## src/rtl/riscv_pkg.sv

```systemverilog
// Shared opcode constants, FSM state encoding, opcode class type and mux select
// encodings for the RV32I multi-cycle control sequencer.
package riscv_pkg;

    localparam logic [6:0] OP_ALU_REG = 7'b0110011;
    localparam logic [6:0] OP_ALU_IMM = 7'b0010011;
    localparam logic [6:0] OP_BRANCH  = 7'b1100011;
    localparam logic [6:0] OP_JALR    = 7'b1100111;
    localparam logic [6:0] OP_JAL     = 7'b1101111;
    localparam logic [6:0] OP_AUIPC   = 7'b0010111;
    localparam logic [6:0] OP_LUI     = 7'b0110111;
    localparam logic [6:0] OP_LOAD    = 7'b0000011;
    localparam logic [6:0] OP_STORE   = 7'b0100011;
    localparam logic [6:0] OP_SYSTEM  = 7'b1110011;

    localparam logic [1:0] PC_SEL_PLUS4 = 2'd0;
    localparam logic [1:0] PC_SEL_IMM   = 2'd1;
    localparam logic [1:0] PC_SEL_JALR  = 2'd2;

    localparam logic [1:0] WB_SEL_ALU = 2'd0;
    localparam logic [1:0] WB_SEL_MEM = 2'd1;
    localparam logic [1:0] WB_SEL_PC4 = 2'd2;

    typedef enum logic [2:0] {
        S_RESET   = 3'd0,
        S_FETCH   = 3'd1,
        S_DECODE  = 3'd2,
        S_EXECUTE = 3'd3,
        S_MEM     = 3'd4,
        S_WB      = 3'd5,
        S_HALT    = 3'd6
    } state_t;

    typedef struct packed {
        logic alu_reg;
        logic alu_imm;
        logic branch;
        logic jalr;
        logic jal;
        logic auipc;
        logic lui;
        logic load;
        logic store;
        logic system;
    } opclass_t;

    function automatic logic uses_imm(input opclass_t c);
        return c.alu_imm | c.load | c.store | c.jalr;
    endfunction

    function automatic logic writes_rd(input opclass_t c);
        return c.alu_reg | c.alu_imm | c.jalr | c.jal | c.auipc | c.lui | c.load;
    endfunction

endpackage

```

## src/rtl/riscv_opclass.sv

```systemverilog
// Combinational opcode classifier: instr[6:0] to a one-hot class vector; an
// all-zero vector raises the illegal flag.
module riscv_opclass
    import riscv_pkg::*;
(
    input  logic [6:0] i_opcode,
    output opclass_t   o_cls,
    output logic       o_illegal
);

    // One-hot opcode decode
    always_comb begin
        o_cls = '0;
        case (i_opcode)
            OP_ALU_REG: o_cls.alu_reg = 1'b1;
            OP_ALU_IMM: o_cls.alu_imm = 1'b1;
            OP_BRANCH:  o_cls.branch  = 1'b1;
            OP_JALR:    o_cls.jalr    = 1'b1;
            OP_JAL:     o_cls.jal     = 1'b1;
            OP_AUIPC:   o_cls.auipc   = 1'b1;
            OP_LUI:     o_cls.lui     = 1'b1;
            OP_LOAD:    o_cls.load    = 1'b1;
            OP_STORE:   o_cls.store   = 1'b1;
            OP_SYSTEM:  o_cls.system  = 1'b1;
            default:    o_cls = '0;
        endcase
        o_illegal = (o_cls == '0);
    end

endmodule

```

## src/rtl/riscv_ctrl_fsm.sv

```systemverilog
// Multi-cycle RV32I control sequencer (fetch/decode/execute/mem/writeback).
// Optional macro RISCV_TRAP_ILLEGAL_EN halts on unknown opcodes and adds illegal_o.
module riscv_ctrl_fsm
    import riscv_pkg::*;
#(
    parameter int RESET_HOLD = 1
) (
    input  logic        clk,
    input  logic        rst_n,
    input  logic [31:0] instr,
    input  logic        mem_ready,
    input  logic        branch_taken,
    output logic        mem_req,
    output logic        mem_we,
    output logic        mem_addr_sel,
    output logic        ir_we,
    output logic        pc_we,
    output logic [1:0]  pc_sel,
    output logic        rf_we,
    output logic [1:0]  wb_sel,
    output logic        alu_src_imm,
    output logic        halted
`ifdef RISCV_TRAP_ILLEGAL_EN
    ,
    output logic        illegal_o
`endif
);

    localparam int HW = (RESET_HOLD > 1) ? $clog2(RESET_HOLD) : 1;

    state_t        r_state, w_ns;
    opclass_t      w_cls, r_cls, w_cls_use;
    logic          w_illegal, w_rd_nz, w_unused;
    logic [HW-1:0] r_hold_cnt;

    logic       r_mem_req, r_mem_we, r_mem_addr_sel, r_ir_arm, r_pc_we, r_br;
    logic       r_rf_we, r_alu_src_imm, r_halted;
    logic [1:0] r_pc_sel, r_wb_sel;
    logic       w_mem_req, w_mem_we, w_mem_addr_sel, w_ir_arm, w_pc_we, w_br;
    logic       w_rf_we, w_alu_src_imm, w_halted;
    logic [1:0] w_pc_sel, w_wb_sel;
`ifdef RISCV_TRAP_ILLEGAL_EN
    logic       r_illegal;
`endif

    riscv_opclass u_opclass (
        .i_opcode  (instr[6:0]),
        .o_cls     (w_cls),
        .o_illegal (w_illegal)
    );

    assign w_rd_nz   = |instr[11:7];
    // The class is only latched at the end of DECODE, so use the live decode there.
    assign w_cls_use = (r_state == S_DECODE) ? w_cls : r_cls;
    assign w_unused  = &{1'b0, instr[31:12], w_illegal};

    // Next-state selection
    always_comb begin
        w_ns = r_state;
        case (r_state)
            S_RESET:   w_ns = (r_hold_cnt == HW'(RESET_HOLD - 1)) ? S_FETCH : S_RESET;
            S_FETCH:   w_ns = mem_ready ? S_DECODE : S_FETCH;
`ifdef RISCV_TRAP_ILLEGAL_EN
            S_DECODE:  w_ns = w_illegal ? S_HALT : S_EXECUTE;
`else
            S_DECODE:  w_ns = S_EXECUTE;
`endif
            S_EXECUTE: begin
                if (r_cls.load || r_cls.store) begin
                    w_ns = S_MEM;
                end else if (r_cls.branch) begin
                    w_ns = S_FETCH;
                end else if (r_cls.system) begin
                    w_ns = S_HALT;
                end else begin
                    w_ns = S_WB;
                end
            end
            S_MEM: begin
                if (mem_ready) begin
                    w_ns = r_cls.load ? S_WB : S_FETCH;
                end else begin
                    w_ns = S_MEM;
                end
            end
            S_WB:      w_ns = S_FETCH;
            S_HALT:    w_ns = S_HALT;
            default:   w_ns = S_RESET;
        endcase
    end

    // Output values for the state being entered, registered with the state
    always_comb begin
        w_mem_req      = 1'b0;
        w_mem_we       = 1'b0;
        w_mem_addr_sel = 1'b0;
        w_ir_arm       = 1'b0;
        w_pc_we        = 1'b0;
        w_br           = 1'b0;
        w_pc_sel       = PC_SEL_PLUS4;
        w_rf_we        = 1'b0;
        w_wb_sel       = WB_SEL_ALU;
        w_alu_src_imm  = 1'b0;
        w_halted       = 1'b0;
        case (w_ns)
            S_FETCH: begin
                w_mem_req = 1'b1;
                w_ir_arm  = 1'b1;
            end
            S_EXECUTE: begin
                w_alu_src_imm = uses_imm(w_cls_use);
                w_pc_we       = w_cls_use.branch;
                w_br          = w_cls_use.branch;
            end
            S_MEM: begin
                w_mem_req      = 1'b1;
                w_mem_addr_sel = 1'b1;
                w_mem_we       = w_cls_use.store;
                w_pc_we        = w_cls_use.store;
                w_alu_src_imm  = uses_imm(w_cls_use);
            end
            S_WB: begin
                w_rf_we       = writes_rd(w_cls_use) & w_rd_nz;
                w_pc_we       = 1'b1;
                w_alu_src_imm = uses_imm(w_cls_use);
                if (w_cls_use.load) begin
                    w_wb_sel = WB_SEL_MEM;
                end else if (w_cls_use.jal || w_cls_use.jalr) begin
                    w_wb_sel = WB_SEL_PC4;
                end else begin
                    w_wb_sel = WB_SEL_ALU;
                end
                if (w_cls_use.jal) begin
                    w_pc_sel = PC_SEL_IMM;
                end else if (w_cls_use.jalr) begin
                    w_pc_sel = PC_SEL_JALR;
                end else begin
                    w_pc_sel = PC_SEL_PLUS4;
                end
            end
            S_HALT:  w_halted = 1'b1;
            default: w_halted = 1'b0;
        endcase
    end

    // State, class latch, reset hold counter and registered outputs
    always_ff @(posedge clk or negedge rst_n) begin
        if (!rst_n) begin
            r_state        <= S_RESET;
            r_cls          <= '0;
            r_hold_cnt     <= '0;
            r_mem_req      <= 1'b0;
            r_mem_we       <= 1'b0;
            r_mem_addr_sel <= 1'b0;
            r_ir_arm       <= 1'b0;
            r_pc_we        <= 1'b0;
            r_br           <= 1'b0;
            r_pc_sel       <= PC_SEL_PLUS4;
            r_rf_we        <= 1'b0;
            r_wb_sel       <= WB_SEL_ALU;
            r_alu_src_imm  <= 1'b0;
            r_halted       <= 1'b0;
`ifdef RISCV_TRAP_ILLEGAL_EN
            r_illegal      <= 1'b0;
`endif
        end else begin
            r_state        <= w_ns;
            r_mem_req      <= w_mem_req;
            r_mem_we       <= w_mem_we;
            r_mem_addr_sel <= w_mem_addr_sel;
            r_ir_arm       <= w_ir_arm;
            r_pc_we        <= w_pc_we;
            r_br           <= w_br;
            r_pc_sel       <= w_pc_sel;
            r_rf_we        <= w_rf_we;
            r_wb_sel       <= w_wb_sel;
            r_alu_src_imm  <= w_alu_src_imm;
            r_halted       <= w_halted;
            if (r_state == S_RESET) begin
                r_hold_cnt <= r_hold_cnt + HW'(1);
            end
            if (r_state == S_DECODE) begin
                r_cls <= w_cls;
            end
`ifdef RISCV_TRAP_ILLEGAL_EN
            if (r_state == S_DECODE && w_illegal) begin
                r_illegal <= 1'b1;
            end
`endif
        end
    end

    assign mem_req      = r_mem_req;
    assign mem_we       = r_mem_we;
    assign mem_addr_sel = r_mem_addr_sel;
    // Write enables in request states only fire once the memory completes.
    assign ir_we        = r_ir_arm & mem_ready;
    assign pc_we        = r_pc_we & (mem_ready | ~r_mem_req);
    assign pc_sel       = r_br ? {1'b0, branch_taken} : r_pc_sel;
    assign rf_we        = r_rf_we;
    assign wb_sel       = r_wb_sel;
    assign alu_src_imm  = (r_state == S_DECODE) ? uses_imm(w_cls) : r_alu_src_imm;
    assign halted       = r_halted;
`ifdef RISCV_TRAP_ILLEGAL_EN
    assign illegal_o    = r_illegal;
`endif

endmodule

```

## config.mk

```make
export PLATFORM = sky130hd
export DESIGN_NAME = riscv_ctrl_fsm
export DESIGN_NICKNAME = d
export VERILOG_FILES = /design/src/rtl/riscv_pkg.sv /design/src/rtl/riscv_opclass.sv /design/src/rtl/riscv_ctrl_fsm.sv
export SDC_FILE = /design/constraint.sdc
export NUM_CORES = 1
export LEC_CHECK = 0
export ABC_AREA = 0
export BUFFER_PORTS_ARGS = -buffer_cell sky130_fd_sc_hd__buf_2
export CORE_ASPECT_RATIO = 1.5
export CORE_MARGIN = 3
export CORE_UTILIZATION = 50
export CTS_BUF_LIST = sky130_fd_sc_hd__clkbuf_4
export DETAILED_ROUTE_END_ITERATION = 8
export PLACE_DENSITY = 0.81
export SLEW_MARGIN = 20
export SYNTH_ARGS = -nofsm -noshare
export SYNTH_HDL_FRONTEND = slang
export SYNTH_SLANG_ARGS = --single-unit
export TNS_END_PERCENT = 10
```

## constraint.sdc

```tcl
create_clock -name clk -period 2.05 [get_ports clk]
set_input_delay 0.3075 -clock clk [delete_from_list [all_inputs] [get_ports clk]]
set_output_delay 0.3075 -clock clk [all_outputs]
set_load 0.05 [all_outputs]
```

# Yosys cells after proc, flatten, opt, wreduce, memory -nomap -nowiden
# Cells that the tools add are included.
# word_totals
ff_bits	27
out_inout_bits	12
# classes
addsub	1
n_eq_ne	21
n_mux	36
bitwise_logic	17
n_reduce_logical	6
# ops
op	count
== test 7 bit, second input constant	4
== test 7 x 6 -> 1 bit, second input constant	3
case mux 3 bit (7 select lines)	1
two-way mux 1 bit	20
== test 3 bit, second input constant	6
two-way mux 2 bit	9
== test 7 x 5 -> 1 bit, second input constant	2
OR 1 bit	13
two-way mux 3 bit	4
two-way mux 10 bit	1
== test 3 x 2 -> 1 bit, second input constant	3
== test 7 x 2 -> 1 bit, second input constant	1
== test 3 x 1 -> 1 bit, second input constant	2
OR reduction 5 bit	1
AND 1 bit	3
logical NOT 3 bit	1
case mux 1 bit (3 select lines)	1
OR reduction 3 bit	1
logical OR 1 bit	2
OR reduction 2 bit	1
adder 1 bit, second input constant	1
NOT 1 bit	1

# Logic depth before layout (Yosys ltp)
# logic_depth
ltp_word	11
mapped_depth	8

# By module
# From an unflattened synthesis, not the netlist that was laid out.
# unflattened
cells_unflattened	125
area_unflattened_um2	1402.6
# modules_own_cells
module	n_inst	cells_each	area_per_inst_um2
riscv_ctrl_fsm	1	102	1249.9
riscv_opclass	1	23	152.6

# Worst setup path before layout
# OpenSTA, ideal clock, no wires.
# synth_path
kind	reg-to-output
start	register r_state[0]
end	output alu_src_imm
arrival_ns	1.892
setup_slack_ns	-0.150
stages_incl_launch_ff	6
n_path_buf	3
cell_sequence	dfrtp_1 buf_6 or3b_4 buf_6 buf_6 o21ai_1
# synth_via
elab_chain_cells	2
# synth_lines
element	line	rtl
start, declared	riscv_ctrl_fsm.sv:31	state_t r_state, w_ns;
start signal, assigned	riscv_ctrl_fsm.sv:167	r_state <= w_ns;
== test 3 x 2 -> 1 bit	riscv_ctrl_fsm.sv:202	assign alu_src_imm = (r_state == S_DECODE) ? uses_imm(w_cls) : r_alu_src_imm;
two-way mux 1 bit	riscv_ctrl_fsm.sv:202	
end, declared	riscv_ctrl_fsm.sv:21	output logic alu_src_imm,
# Every way passes these cells.

# Worst setup path in the final report
# Ends and elaborated chain as after synthesis.

==> results by stage <==
Status:
- The flow ran to the end, and the final reports show no timing, DRC or antenna violations.

CTS:
- CTS saw 27 sinks.
- The tree is rooted in a sky130_fd_sc_hd__clkbuf_4.
- The number of post-CTS setup repair buffers is 0.
- The clock-pin slew reported for the worst setup and hold paths after clock tree synthesis is 0.15 ns.
- Counting along the longest clock path gives a buffer depth of 2.
- The H-tree depth reported by CTS is 1.
- Clock tree synthesis inserted a total of 3 buffers.
- The CTS tree is built.
- The insertion delay of the later-clocked pin in the worst-skew pair is 0.32 ns.

Detailed routing:
- After detailed routing, the average wire length per cell comes to 13.9 µm.
- The post-route DRC violation count is 0.
- The number of iterations in the first detailed-routing pass is 6.
- The detail route stage leaves a number of antenna-violating nets equal to 0.
- The wire length reported by the detailed router is 2.49 mm.
- Across all layers, the routed design uses 1007 vias.
- The first routing iteration left 31 violations.
- After detailed routing, the number of vias per cell comes to 5.63.

Global routing:
- The number of antenna violations at the first check in global routing is 0.
- Across every metal layer, demand over resource in global routing totals 0.179.
- The number of global-route vias before repair is 1024.
- The total overflow left after global routing is 0.
- Entering global routing, the biggest net connects 28 pins.
- The first global-routing pass estimated 4.24 mm of wire.

Timing:
- In the finished design, the share of the clock period the worst path needs comes to 0.947.
- The total count of hold-check failures in the final report is 0.
- The number of slew-limit violations in the final report is 0.
- For this run, the top clock speed supported by timing is 515 MHz.
- The smallest clock period supported by the final layout is computed as 1.94 ns.
- The aggregate negative setup slack is 0 ns.
- Across all setup checks in the final design, the least slack found is 0.108 ns.
- Setup violations remaining at the end of the flow were counted as 0.
- For the pin with the worst max-slew slack, the measured transition is 0.587 ns.
- Headroom to the max-slew limit came out at 0.609.
- The setup clock skew after layout is 0.00437 ns.
- Setup repair after global routing left no endpoint under its margin.

Synthesis:
- Of all flip-flops after synthesis, the portion carrying an async set or reset was 1.00.
- During synthesis, Yosys emitted a total of 0 warnings.
- The synthesized area per cell is 11.0 µm².
- The post-synthesis sequential element count is 27.
- sky130_fd_sc_hd__dfrtp_1 takes more of the synthesized area than any other cell.
- The number of enable flip-flop cells after synthesis is 0.
- The net count after synthesis is 156.
- For this run, the register share of the synthesized area comes to 0.512.
- Synthesis produced 120 cells.
- The share of synthesized area in the top cell type comes to 0.512.
- The cell area that synthesis handed to floorplanning was 1320 µm².
- The distinct cell type count after synthesis is 45.
- By area the synthesized netlist is led by sky130_fd_sc_hd__dfrtp_1 (51%), sky130_fd_sc_hd__nand2_1 (5.1%), sky130_fd_sc_hd__nor2_1 (3.1%).
- The prevailing post-synth register cell is sky130_fd_sc_hd__dfrtp_1.

Critical path:
- The type of element capturing the critical path is a primary output.
- Data arrives at the worst endpoint at 1.63 ns.
- The largest single stage delay on the critical path is 0.50 ns.
- The reg-to-reg setup timing slack is 0.14 ns.
- On the critical path, the stage with the largest delay is an instance of sky130_fd_sc_hd__or3b_4.
- STA puts the critical path data required time at 1.74 ns.
- The critical path is of the flip-flop to primary output type.
- The category of cells accounting for the largest share of critical-path delay is simple AND/OR/NAND/NOR gates.
- The number of buffers and inverters on the critical path is 1.
- The critical path startpoint category is a flip-flop.
- Of all nets on the critical path, the largest fanout is 14.
- The signal on the critical path passes through or3b_4, o21ai_2, clkbuf_4.

Die:
- The initial cell density of the core is 0.532.
- The placement row count is 22.
- The floorplan step defined a die boundary enclosing 3300 µm².
- After floorplanning, the core was sized to cover 2480 µm².
- Measured along the y axis, the die boundary spans 68.9 µm.
- The I/O pin count is 48.
- In this run the horizontal extent of the chip is 47.9 µm.

Pwr:
- The leakage power total is 0.775 nW.
- The power density of the placed cells is 1080 nW/µm².
- Across the VDD grid, the largest voltage drop is 0.000605 V.

Finish:
- The final net count is 192.
- Of the cells placed in the final design, the portion with a size suffix greater than 1 is 0.355.
- Fill cells in the final layout number 211.
- The final core utilization is 0.624.
- The flip-flop and latch area is 676 µm².
- The number of antenna diodes in the final layout is 0.
- From synthesis to final layout, the design area changed by 17.2%.
- The multi-input combinational cells in the finished layout cover a total of 591 µm².

Job:
- The number of max-cap violations is 0.

Place:
- At the placement stage, the worst setup path has a slack of 0.179 ns.
- The congestion estimate from routability-driven global placement came to 0.851.
- The count of buffers inserted at the top-level ports is 27.
- The total half-perimeter wirelength after legalization and detailed placement is 1.97 mm.

Worst hold path:
- The class of the worst hold path is input port to flip-flop.
-- cells in the mapped netlist (2+ instances only) --
| master | count |
|---|---|
| sky130_fd_sc_hd__nand3_1 | 2 |
| sky130_fd_sc_hd__inv_1 | 4 |
| sky130_fd_sc_hd__a21oi_1 | 2 |
| sky130_fd_sc_hd__a31oi_1 | 2 |
| sky130_fd_sc_hd__nand2b_1 | 4 |
| sky130_fd_sc_hd__o31a_1 | 2 |
| sky130_fd_sc_hd__dfrtp_1 | 27 |
| sky130_fd_sc_hd__buf_6 | 3 |
| sky130_fd_sc_hd__nand2_1 | 18 |
| sky130_fd_sc_hd__nor2_1 | 11 |
| sky130_fd_sc_hd__nor3_1 | 3 |
| sky130_fd_sc_hd__nand3b_1 | 2 |
| sky130_fd_sc_hd__o21ai_0 | 2 |
| sky130_fd_sc_hd__nor2b_1 | 4 |
| sky130_fd_sc_hd__o31ai_2 | 2 |
| sky130_fd_sc_hd__o21ai_1 | 3 |
-- worst paths after layout --
| check | startpoint | end | cells past startpoint |
|---|---|---|---|
| max in group asynchronous | rst_n | r_alu_src_imm$_DFF_PN0_ | 2 |
| max reg2reg | r_state[0]$_DFF_PN0_ | rf_we$_DFF_PN0_ | 6 |
| min in group asynchronous | rst_n | mem_req$_DFF_PN0_ | 2 |
| max | r_state[0]$_DFF_PN0_ | alu_src_imm | 3 |
| min | instr[8] | rf_we$_DFF_PN0_ | 3 |
| min reg2reg | r_cls[0]$_DFFE_PN0N_ | r_cls[0]$_DFFE_PN0N_ | 2 |
-- stage by stage --
| step | instances | instance area (µm²) | hold slack (ns) | power, mW |
|---|---|---|---|---|
| final | 179 | 1550 | 0.270 | 1.66 |
| after global routing | 179 | 1550 | 0.256 | 1.78 |
| after CTS | 179 | 1540 | 0.264 | 1.68 |
| after detailed placement | 174 | 1500 | 0.350 | 1.45 |
| after global placement | 174 | 1500 | 0.336 | 1.42 |
| after floorplan | 120 | 1320 | 0.0119 | 1.27 |
-- report_power, final --
part / internal, mW / leakage, nW / switching, mW
Clock: 0.0746 / 0.0139 / 0.157
Combinational: 0.273 / 0.395 / 0.500
Sequential: 0.621 / 0.366 / 0.0372
-- layout make-up --
| class | instances | share of cell area |
|---|---|---|
| sequential | 27 | 0.437 |
| timing repair buffer | 35 | 0.130 |
| clock inverter | 1 | 0.00486 |
| multi-input combinational | 84 | 0.382 |
| tap | 24 | 0.0194 |
| clock buffer | 3 | 0.0146 |
| inverter | 5 | 0.0121 |
-- routing by layer --
layer,wire length (µm),global-route usage,up-vias
met1,957,0.191,480
li1,-,-,499
met3,76,0.0286,6
met5,0,0,-
met4,55,0.0808,0
met2,1400,0.326,22
-- state kept, by name (all words and copies together) (netlist names), 2 cells and up --
signal,cells
r_cls,10
wb_sel,2
r_pc_sel,2
r_state,3
-- repair_timing --
action                                  in CTS  in global routing
gates resized for setup                      0                  1
hold buffers                                 1                  0
hold endpoints to repair                    27                  0
endpoints found under the setup margin       0                  1
-- cells by family after synthesis --
group	count (synthesis)	synth area share
compound gates	26	0.189
flops	27	0.512
mux	1	0.00854
buf+inv	9	0.0427
xor+xnor	1	0.00664
simple gates	56	0.241
-- worst reg2reg max path, delay by kind of cell, from the launching register on --
kind | cells | cell delay [ns]
flops | 1 | 0.40
simple gates | 3 | 0.76
buf+inv | 1 | 0.22
compound gates | 2 | 0.46
-- cell usage in the layout, fill, tap and decap left out, types with 3 or more instances in the layout --
master                      n
sky130_fd_sc_hd__inv_1      4
sky130_fd_sc_hd__nor3_1     3
sky130_fd_sc_hd__nand2_1   18
sky130_fd_sc_hd__buf_2     26
sky130_fd_sc_hd__dfrtp_1   27
sky130_fd_sc_hd__nor2_1    11
sky130_fd_sc_hd__clkbuf_4   4
sky130_fd_sc_hd__nand2b_1   4
sky130_fd_sc_hd__buf_4      7
sky130_fd_sc_hd__nor2b_1    4
No activity file was read; power rests on OpenSTA's default activity.
